--- src/rtl/vlc_input_conditioner.sv ---
// vlc_input_conditioner
// Synchronises, debounces and arbitrates the raw driver controls (left stalk,
// right stalk, hazard button) into clean levels for the lighting controller.
//
// Turn FSM states:
//   state    | meaning
//   ---------+-----------------------------------------------
//   ST_IDLE  | no turn request, or both stalks conflicting
//   ST_LEFT  | left request owns the indicator
//   ST_RIGHT | right request owns the indicator
//
// The hazard latch masks both turn outputs while set; the FSM keeps tracking
// the stalks underneath so the correct turn reappears when hazard clears.
module vlc_input_conditioner #(
  parameter int unsigned DEBOUNCE_CYCLES = 4
) (
  input  logic clk,
  input  logic rst,
  input  logic sw_left,
  input  logic sw_right,
  input  logic sw_hazard,
  output logic Turn_Left,
  output logic Turn_Right,
  output logic Emergency
);

  localparam int unsigned CH_L = 0;
  localparam int unsigned CH_R = 1;
  localparam int unsigned CH_H = 2;

  // Terminal count of the per-channel run counter.
  localparam logic [7:0] CNT_MAX = 8'(DEBOUNCE_CYCLES - 1);

  typedef enum logic [1:0] {
    ST_IDLE  = 2'd0,
    ST_LEFT  = 2'd1,
    ST_RIGHT = 2'd2
  } turn_state_e;

  logic [2:0]      raw;
  logic [2:0]      s1_d, s1_q;
  logic [2:0]      s2_d, s2_q;
  logic [2:0]      db_d, db_q;
  logic [2:0][7:0] cnt_d, cnt_q;
  logic            db_haz_dly_d, db_haz_dly_q;
  logic            haz_d, haz_q;
  turn_state_e     state_d, state_q;

  assign raw = {sw_hazard, sw_right, sw_left};

  // Two-flop synchroniser chain for every raw input.
  always_comb begin
    s1_d = raw;
    s2_d = s1_q;
  end

  // Per-channel debounce: a change is accepted only after DEBOUNCE_CYCLES
  // consecutive synchronised samples differ from the held level; any sample
  // that agrees with the held level restarts the run.
  always_comb begin
    db_d  = db_q;
    cnt_d = cnt_q;
    for (int i = 0; i < 3; i++) begin
      if (s2_q[i] == db_q[i]) begin
        cnt_d[i] = 8'd0;
      end else if (cnt_q[i] == CNT_MAX) begin
        db_d[i]  = s2_q[i];
        cnt_d[i] = 8'd0;
      end else begin
        cnt_d[i] = cnt_q[i] + 8'd1;
      end
    end
  end

  // Hazard latch toggles on the rising edge of the debounced button only,
  // so a press held indefinitely toggles once and a release does nothing.
  always_comb begin
    db_haz_dly_d = db_q[CH_H];
    haz_d        = haz_q ^ (db_q[CH_H] & ~db_haz_dly_q);
  end

  // Turn arbitration: the first request holds; simultaneous requests from
  // idle are treated as a conflict and ignored.
  always_comb begin
    state_d = state_q;
    unique case (state_q)
      ST_IDLE: begin
        if (db_q[CH_L] && !db_q[CH_R]) begin
          state_d = ST_LEFT;
        end else if (db_q[CH_R] && !db_q[CH_L]) begin
          state_d = ST_RIGHT;
        end
      end
      ST_LEFT: begin
        if (!db_q[CH_L]) begin
          state_d = db_q[CH_R] ? ST_RIGHT : ST_IDLE;
        end
      end
      ST_RIGHT: begin
        if (!db_q[CH_R]) begin
          state_d = db_q[CH_L] ? ST_LEFT : ST_IDLE;
        end
      end
      default: state_d = ST_IDLE;
    endcase
  end

  // All state registers with synchronous reset.
  always_ff @(posedge clk) begin
    if (rst) begin
      s1_q         <= '0;
      s2_q         <= '0;
      db_q         <= '0;
      cnt_q        <= '0;
      db_haz_dly_q <= 1'b0;
      haz_q        <= 1'b0;
      state_q      <= ST_IDLE;
    end else begin
      s1_q         <= s1_d;
      s2_q         <= s2_d;
      db_q         <= db_d;
      cnt_q        <= cnt_d;
      db_haz_dly_q <= db_haz_dly_d;
      haz_q        <= haz_d;
      state_q      <= state_d;
    end
  end

  // Outputs decode registers only; hazard masks both turn requests.
  assign Emergency  = haz_q;
  assign Turn_Left  = (state_q == ST_LEFT)  & ~haz_q;
  assign Turn_Right = (state_q == ST_RIGHT) & ~haz_q;

endmodule

--- config.mk ---
export PLATFORM = sky130hd
export DESIGN_NAME = vlc_input_conditioner
export DESIGN_NICKNAME = d
export VERILOG_FILES = /design/src/rtl/vlc_input_conditioner.sv
export SDC_FILE = /design/constraint.sdc
export NUM_CORES = 1
export LEC_CHECK = 0
export ABC_AREA = 0
export CAP_MARGIN = 20
export CORE_ASPECT_RATIO = 1.1
export CORE_MARGIN = 4
export CORE_UTILIZATION = 50
export DETAILED_ROUTE_END_ITERATION = 7
export GPL_ROUTABILITY_DRIVEN = 1
export GPL_TIMING_DRIVEN = 0
export PLACE_DENSITY = 0.71
export SYNTH_ARGS = -nofsm -noshare
export SYNTH_HDL_FRONTEND = slang
export SYNTH_SLANG_ARGS = --single-unit
--- constraint.sdc ---
create_clock -name clk -period 2.6 [get_ports clk]
set_input_delay 0.52 -clock clk [delete_from_list [all_inputs] [get_ports clk]]
set_output_delay 0.52 -clock clk [all_outputs]
set_load 0.01 [all_outputs]
==> flow_metrics.tcl, run 1 <==
set metrics [dict create \
    holdWs_ns 0.451 \
    grt_max_degree 13 \
    yosysUniqueCellTypes 25 \
    ys_ff_latch 37 \
    rows 20 \
    drc 0 \
    critPathArrivalTime_ns 1.51 \
    crit_fanout 4 \
    numCtsBuffers 5 \
    post_cts_resized 0 \
    rsz0062_at_grt "no" \
    gp_congestion 0.756 \
    switching_power_w 0.000208 \
    crit_path_start_kind "flop" \
    cts_tree "yes" \
    cp_cell_sequence "nor3b_1 -> clkdlybuf4s50_1" \
    start_util_pct 52.3 \
    fin_skew_ns 0.00967 \
    fillers 243 \
    synth_area_leaders "dfxtp_1 (51%), xor2_1 (4.8%), or3_1 (4.7%)" \
    drtIter0Drc 64 \
    hold_violations 0 \
    ios 8 \
    hp-start "s1_q[2]" \
    cp_slowest_cell "clkdlybuf4s50_1" \
    max_cap_viol_count 0 \
    cts-root-buf "clkbuf_4" \
    status "finished, final reports clean" \
    pwr-share-clk_pct 41.5 \
    synthArstFlopShare_pct 0 \
    grt_pass1_wl_um 4530 \
    peakVddDrop_uv 346 \
    avgSynthCellArea_um2 9.37 \
    design.die.area_um2 3830 \
    wl_per_cell_um 12.5 \
    min_period_ns 2.03 \
    clockBufferDepth 2 \
    p_int_w 0.000811 \
    hold-path-cell-count 1 \
    postRouteAntennaNets 0 \
    synthesis.nets 163 \
    drive_gt1_share_pct 5.88 \
    reg2reg_from "cnt_q[0]" \
    htree_num_levels 2 \
    gr-total-overflow 0 \
    worstPathRequired_ns 2.08 \
    cts_hold_buffers 0 \
    dp_hpwl_um 1830 \
    tightest_slew_ns 0.609 \
    yosysWarnings 0 \
    setup_viol 0 \
    core_area_um2 2780 \
    period_share_pct 77.9 \
    drt-pass1-iter-count 4 \
    synth_common_cells "dfxtp_1 (37), nor2_1 (12), a21oi_1 (11), nand3_1 (11), or3_1 (11)" \
    hold_class "reg2reg" \
    hold_end "s2_q[2]" \
    portBuffers 7 \
    num-nets-final 177 \
    relSlewSlack_pct 59.2 \
    power_frac_seq_pct 56.5 \
    grt_pass1_vias 1078 \
    synth_ff_type "dfxtp_1" \
    totalNegativeSetupSlack_ns 0 \
    vias 1134 \
    clk_pin_slew_worst_paths_ns 0.12 \
    pwr-share-comb_pct 2.0 \
    antenna_found_initial 0 \
    postCtsSetupRepairBufs 0 \
    powerDensity_nw_per_um2 616 \
    numClockSinks 37 \
    cp-end-kind "output pin" \
    sw_frac_of_total_pct 20.4 \
    synthMostInstantiatedCell "dfxtp_1" \
    critPathKind "reg2out" \
    synth_edf_count 0 \
    syn_area_um2 1450 \
    area_delta_synth_final_pct 13.8 \
    crit_path_max_incr_delay_ns 0.57 \
    diodes 0 \
    viasPerCell 5.59 \
    wl_um 2530 \
    die-width_um 59.4 \
    leakagePower_nw 0.573 \
    place_area_um2 1560 \
    final_max_slew_viol_count 0 \
    grt_use_total_pct 15.4 \
    postSynthCellCount 155 \
    yosys.area.top_type "dfxtp_1" \
    synth_top_area_share_pct 51.0 \
    fin_area_um2 1650 \
    clock.fmax_ghz 0.494 \
    reg2regPathDepth 4 \
    clkLatencyLatePin_ns 0.35 \
    r2r-end "cnt_q[2]" \
    r2r_setup_slack_ns 0.66 \
    die_h_um 64.5 \
    ys_seq_area_share_pct 51.0 \
]
==> per-stage QoR <==
stage / util [%] / setup slack, ns / std cells / power (W)
floorplan: - / 0.942 / 155 / 0.000599
global placement: 56.3 / 0.729 / 195 / 0.000608
detailed placement: 56.3 / 0.682 / 195 / 0.000609
CTS: 59.5 / 0.552 / 203 / 0.00103
global route: 59.5 / 0.421 / 203 / 0.00106
finish: 59.5 / 0.574 / 203 / 0.00102
==> critical path: cells and delay by family, from the launching register on <==
family / cells / cell delay, ns
simple gates: 1 / 0.20
flops: 1 / 0.39
buf+inv: 1 / 0.57
==> sequential cells by signal (all words and copies together) (netlist names) <==
signal	flops
cnt_q	24
db_q	3
db_haz_dly_q	1
s2_q	3
s1_q	3
Emergency	1
state_q	2
==> worst max path at each step <==
stage                           from          to  slack [ns]  cells past startpoint
after floorplan             cnt_q[0]    cnt_q[2]        0.94                      4
after global placement      cnt_q[0]    cnt_q[2]        0.73                      4
after detailed placement    cnt_q[0]    cnt_q[2]        0.68                      4
after CTS                 state_q[1]  Turn_Right        0.55                      2
after global routing      state_q[0]   Turn_Left        0.42                      2
final                     state_q[1]  Turn_Right        0.57                      2
==> area by class of cell <==
class	instances	area, µm²	share of cell area [%]
multi-input cells	111	686	41.5
inverters	6	22.5	1.36
flip-flops and latches	37	741	44.8
clock buffers	6	51.3	3.10
well taps	33	41.3	2.50
plain buffers	1	3.75	0.227
repair buffers	7	70.1	4.24
clock inverters	2	37.5	2.27
==> placed cells by master (no fill, tap or decap), drive strengths merged <==
master          n
ha              3
or3            11
o21ai          10
bufinv          1
or3b            1
nor3            3
nor2           12
nand2           6
inv             6
dfxtp          37
clkbuf          7
clkinvlp        1
or4             3
xnor2           5
xor2            8
a211oi          2
o211ai          2
nor2b           8
nor3b           3
or4b            2
o31ai           2
nand3          11
nand4           2
clkdlybuf4s50   7
nand2b          3
and3            3
a21oi          11
==> power groups by stage <==
stage | combinational, W | clock (W) | sequential, W
3_5_place_dp | 0.0000202 | 0 | 0.000589
4_1_cts | 0.0000204 | 0.000436 | 0.000576
6_report | 0.0000202 | 0.000423 | 0.000576
3_3_place_gp | 0.0000197 | 0 | 0.000588
2_1_floorplan | 0.0000110 | 0 | 0.000588
5_1_grt | 0.0000228 | 0.000463 | 0.000577
==> layer usage <==
layer,up-vias,GRT usage [%],share of wire (%)
li1,573,-,-
met1,535,18.1,46
met2,17,24.3,47
met3,9,5.38,4.3
met4,0,7.65,2.6
met5,-,0,0
==> kinds of logic (layout without fill, tap and decap cells) <==
group / count (synthesis) / after routing / synth area share (%)
AOI/OAI and AO/OA: 27 / 27 / 10.3
xor gates and xnor gates: 13 / 13 / 7.84
adders and majority gates: 3 / 3 / 2.58
buffers and inverters: 7 / 22 / 1.81
DFF: 37 / 37 / 51.0
and+or+nand+nor: 68 / 68 / 26.4
Power figures use the tool's default switching activity.
==> run 2, diff against run 1 <==
- PLACE_DENSITY: 0.71 -> 0.73
- clock period: 2.6 -> 1.7 ns (I/O delays scaled with it)
==> run 2 against run 1 <==
Count of clock-buffer cells in the layout grew 1. Sequential cell count unchanged. Global-route usage fell by 0.40 points. First-iteration DRC count is 20% lower. Via count shrank 0.88%. Critical endpoint is now db_q[0]. Largest cell class unchanged.
==> flow_metrics.tcl, run 2 (synthesized netlist as in run 1, its figures left out) <==
set metrics [dict create \
    status "finished, final reports clean" \
    largest_reg_flops 24 \
    hold_end "s2_q[2]" \
    pwr-share-comb_pct 2.4 \
    max_cap_viol_count 0 \
    grt_pass1_wl_um 4420 \
    cts_hold_buffers 0 \
    numCtsBuffers 5 \
    switching_power_w 0.000283 \
    htree_num_levels 2 \
    power_frac_seq_pct 64.2 \
    clkLatencyLatePin_ns 0.33 \
    mostFrequentLayoutCell "dfxtp_1" \
    start_util_pct 52.3 \
    leakagePower_nw 0.585 \
    hp-start "s1_q[2]" \
    drc 0 \
    peakVddDrop_uv 510 \
    hold_violations 0 \
    diodes 0 \
    hold_class "reg2reg" \
    holdWs_ns 0.451 \
    largest_register "cnt_q" \
    cts_tree "yes" \
    wl_um 2450 \
    ios 8 \
    area_delta_synth_final_pct 13.4 \
    clock.fmax_ghz 0.620 \
    grt_use_total_pct 15.0 \
    design.die.area_um2 3830 \
    viasPerCell 5.51 \
    rows 20 \
    final_max_slew_viol_count 0 \
    tightest_slew_ns 0.439 \
    worstPathRequired_ns 1.96 \
    r2r-end "db_q[0]" \
    critPathKind "reg2reg" \
    num-nets-final 179 \
    r2r_setup_slack_ns 0.09 \
    numClockSinks 37 \
    grt_pass1_vias 1091 \
    fin_skew_ns 0.00539 \
    period_share_pct 94.9 \
    drt-pass1-iter-count 4 \
    powerDensity_nw_per_um2 832 \
    clk_pin_slew_worst_paths_ns 0.10 \
    reg2regPathDepth 4 \
    gp_congestion 0.789 \
    dp_hpwl_um 1810 \
    p_int_w 0.00109 \
    vias 1124 \
    critPathArrivalTime_ns 1.88 \
    min_period_ns 1.61 \
    cts-root-buf "clkbuf_4" \
    setup_viol 0 \
    drive_gt1_share_pct 9.94 \
    rsz0062_at_grt "no" \
    gr-total-overflow 0 \
    clockBufferDepth 2 \
    crit_fanout 5 \
    core_area_um2 2780 \
    sw_frac_of_total_pct 20.7 \
    grt_max_degree 11 \
    pwr-share-clk_pct 33.4 \
    drtIter0Drc 51 \
    relSlewSlack_pct 70.7 \
    postRouteAntennaNets 0 \
    antenna_found_initial 0 \
    totalNegativeSetupSlack_ns 0 \
    reg2reg_from "cnt_q[0]" \
    final_core_util_pct 59.3 \
    wl_per_cell_um 12.0 \
    cp-end-kind "flop" \
    portBuffers 7 \
    hold-path-cell-count 1 \
    die-width_um 59.4 \
    crit_path_start_kind "flop" \
    die_h_um 64.5 \
    layout_common_cells "dfxtp_1 (33), nor2_1 (12), nand3_1 (11), or3_1 (11), a21oi_1 (11)" \
]
run 2: cell types whose count changed in the layout (fill, tap and decap cells not counted), moves of 2 or more:
cell / change
buf_4: +2
clkdlybuf4s50_1: -2
dfxtp_1: -4
dfxtp_2: +4
dlygate4sd2_1: +2
run 2: critical path: stages, from the launching register on:
cell,delay (ns)
dfxtp_2,0.38
ha_2,0.21
or4b_4,0.48
or3_1,0.35
a21oi_1,0.13
run 2: power groups by stage:
stage / logic, W / registers [W] / clock network, W
2_1_floorplan: 0.0000168 / 0.000899 / 0
3_3_place_gp: 0.0000305 / 0.000900 / 0
3_5_place_dp: 0.0000316 / 0.000900 / 0
4_1_cts: 0.0000335 / 0.000880 / 0.000473
5_1_grt: 0.0000373 / 0.000881 / 0.000506
6_report: 0.0000329 / 0.000880 / 0.000458
run 2: area by class of cell:
cell class / instances / area, µm²
clock buffers: 7 / 55.1
well taps: 33 / 41.3
flip-flops and latches: 37 / 746
inverters: 6 / 22.5
multi-input cells: 111 / 697
repair buffers: 9 / 82.6
fillers: 237 / 1130
plain buffers: 1 / 3.75
run 2: how the worst max path moves through the flow:
| stage | start | end |
|---|---|---|
| 2_1_floorplan | cnt_q[0] | cnt_q[2] |
| 3_3_place_gp | cnt_q[0] | cnt_q[2] |
| 3_5_place_dp | cnt_q[0] | cnt_q[4] |
| 4_1_cts | cnt_q[1] | db_q[0] |
| 5_1_grt | cnt_q[8] | cnt_q[13] |
| 6_report | cnt_q[0] | db_q[0] |
run 2: repair_timing:
item | in CTS | in global routing
setup buffers | 2 | 0
pin swaps | 2 | 0
endpoints found under the setup margin | 18 | 14
gates resized for setup | 3 | 6
run 2: routing by layer:
metal | GRT usage (%) | wire length, µm | up-vias
met5 | 0 | 0 | -
met4 | 9.07 | 76 | 0
met3 | 5.18 | 119 | 10
met2 | 23.8 | 1140 | 18
met1 | 16.9 | 1120 | 519
li1 | - | - | 577
run 2: metrics by stage:
| stage | total power [W] | setup slack [ns] | instance area (µm²) | std cells |
|---|---|---|---|---|
| 2_1_floorplan | 0.000916 | 0.0419 | 1450 | 155 |
| 3_3_place_gp | 0.000930 | -0.158 | 1560 | 195 |
| 3_5_place_dp | 0.000931 | -0.275 | 1560 | 195 |
| 4_1_cts | 0.00139 | 0.0107 | 1630 | 204 |
| 5_1_grt | 0.00142 | 0.00207 | 1650 | 204 |
| 6_report | 0.00137 | 0.0860 | 1650 | 204 |
==> run 3, diff against run 2 <==
- CORE_UTILIZATION: 50 -> 51
- PLACE_DENSITY: 0.73 -> 0.74
==> run 3 against run 2 <==
Utilization is 0.77 points higher. Final cell count rose by 0.49%. Setup slack got worse by 0.013 ns. Worst hold slack worse by 0.0052 ns. Non-clock buffer count unchanged. Global-route usage increased by 0.80 points. First-iteration DRC count down 57%. Largest cell class unchanged.
==> flow_metrics.tcl, run 3 (synthesized netlist as in run 1, its figures left out) <==
set metrics [dict create \
    fillers 249 \
    leakagePower_nw 0.577 \
    critPathKind "reg2reg" \
    busiest_layer "met2" \
    cts_hold_buffers 0 \
    grt_pass1_wl_um 4540 \
    drc 0 \
    grt_use_total_pct 15.8 \
    relSlewSlack_pct 68.7 \
    regArea_um2 746 \
    rows 20 \
    mostFrequentLayoutCell "dfxtp_1" \
    cts_tree "yes" \
    status "finished, final reports clean" \
    period_share_pct 95.7 \
    reg2reg_from "cnt_q[20]" \
    crit_path_start_kind "flop" \
    cts-root-buf "clkbuf_4" \
    die_h_um 64.0 \
    antenna_found_initial 0 \
    final_core_util_pct 60.1 \
    grt_pass1_vias 1095 \
    totalNegativeSetupSlack_ns 0 \
    portBuffers 7 \
    numCtsBuffers 5 \
    clock.fmax_ghz 0.615 \
    postRouteAntennaNets 0 \
    drt-pass1-iter-count 4 \
    min_period_ns 1.63 \
    powerDensity_nw_per_um2 808 \
    multi_input_area_um2 709 \
    hp-start "s1_q[0]" \
    met1_usage_pct 17.1 \
    rsz0062_at_grt "no" \
    peakVddDrop_uv 587 \
    hold_violations 0 \
    htree_num_levels 2 \
    cp-end-kind "flop" \
    drtIter0Drc 22 \
    holdWs_ns 0.446 \
    grt_max_degree 11 \
    vias 1103 \
    die-width_um 58.9 \
    design.die.area_um2 3770 \
    clk_pin_slew_worst_paths_ns 0.10 \
    setup_viol 0 \
    wl_um 2480 \
    tightest_slew_ns 0.469 \
    crit_fanout 4 \
    diodes 0 \
    drive_gt1_share_pct 9.88 \
    largest_register "cnt_q" \
    worstPathRequired_ns 1.97 \
    start_util_pct 52.8 \
    area_delta_synth_final_pct 13.9 \
    num-nets-final 179 \
    wl_per_cell_um 12.1 \
    viasPerCell 5.38 \
    max_cap_viol_count 0 \
    final_max_slew_viol_count 0 \
    clockBufferDepth 2 \
    layout_common_cells "dfxtp_1 (33), nor2_1 (12), nand3_1 (11), or3_1 (11), a21oi_1 (11)" \
    critPathArrivalTime_ns 1.89 \
    ios 8 \
    fin_skew_ns 0.00559 \
    dp_hpwl_um 1760 \
    core_area_um2 2750 \
    gr-total-overflow 0 \
    met2_usage_pct 27.2 \
    use_met3_pct 6.06 \
    numClockSinks 37 \
    hold_class "reg2reg" \
    largest_reg_flops 24 \
    worstSetupStartpoint "cnt_q[20]" \
    gp_congestion 0.792 \
    clkLatencyLatePin_ns 0.33 \
]
[run 3: changes by cell type in the layout (fill, tap and decap cells not counted), sizes merged]
| cell | delta |
|---|---|
| clkbuf | +1 |
[run 3: per-layer routing]
layer  routed length (µm)  up-vias
li1                     -      581
met3                  101        4
met1                 1100      503
met4                   35        0
met2                 1240       15
met5                    0        -
[run 3: cell type report]
class / count / share of cell area, %
Buffer: 1 / 0.227
Multi-Input combinational cell: 111 / 42.9
Timing Repair Buffer: 9 / 4.99
Tap cell: 33 / 2.50
Inverter: 6 / 1.36
Sequential cell: 37 / 45.1
Clock buffer: 8 / 2.95
[run 3: path summary, 6_finish.rpt]
check | to | slack [ns] | cells after the start
max | db_q[2] | 0.07 | 3
min | s2_q[0] | 0.45 | 1
max reg2reg | db_q[2] | 0.07 | 3
min reg2reg | s2_q[0] | 0.45 | 1
[run 3: metrics by stage]
| stage | instances | total power [W] | worst slack, ns | instance area [µm²] |
|---|---|---|---|---|
| floorplan | 155 | 0.000916 | 0.0419 | 1450 |
| global placement | 195 | 0.000930 | -0.157 | 1560 |
| detailed placement | 195 | 0.000931 | -0.246 | 1560 |
| CTS | 205 | 0.00136 | 0.0196 | 1630 |
| global route | 205 | 0.00141 | 0.000300 | 1650 |
| finish | 205 | 0.00134 | 0.0735 | 1650 |
[run 3: worst max-delay path, stage by stage (launching register included)]
cell and delay [ns]:
dfxtp_1 0.36, or4_4 0.56, or4b_1 0.52, a21oi_1 0.12
[run 3: what timing repair did]
item | CTS | global route
endpoints found under the setup margin | 17 | 23
pin swaps | 2 | 1
buffers inserted | 2 | 0
gates resized for setup | 2 | 9
[run 3: power by group]
part / leakage, nW / total [W] / switching (W) / internal [W]
registers: 0.301 / 0.000881 / 0.00000557 / 0.000875
logic: 0.249 / 0.0000332 / 0.0000157 / 0.0000174
clock network: 0.0265 / 0.000422 / 0.000257 / 0.000165
total: 0.577 / 0.00134 / 0.000278 / 0.00106
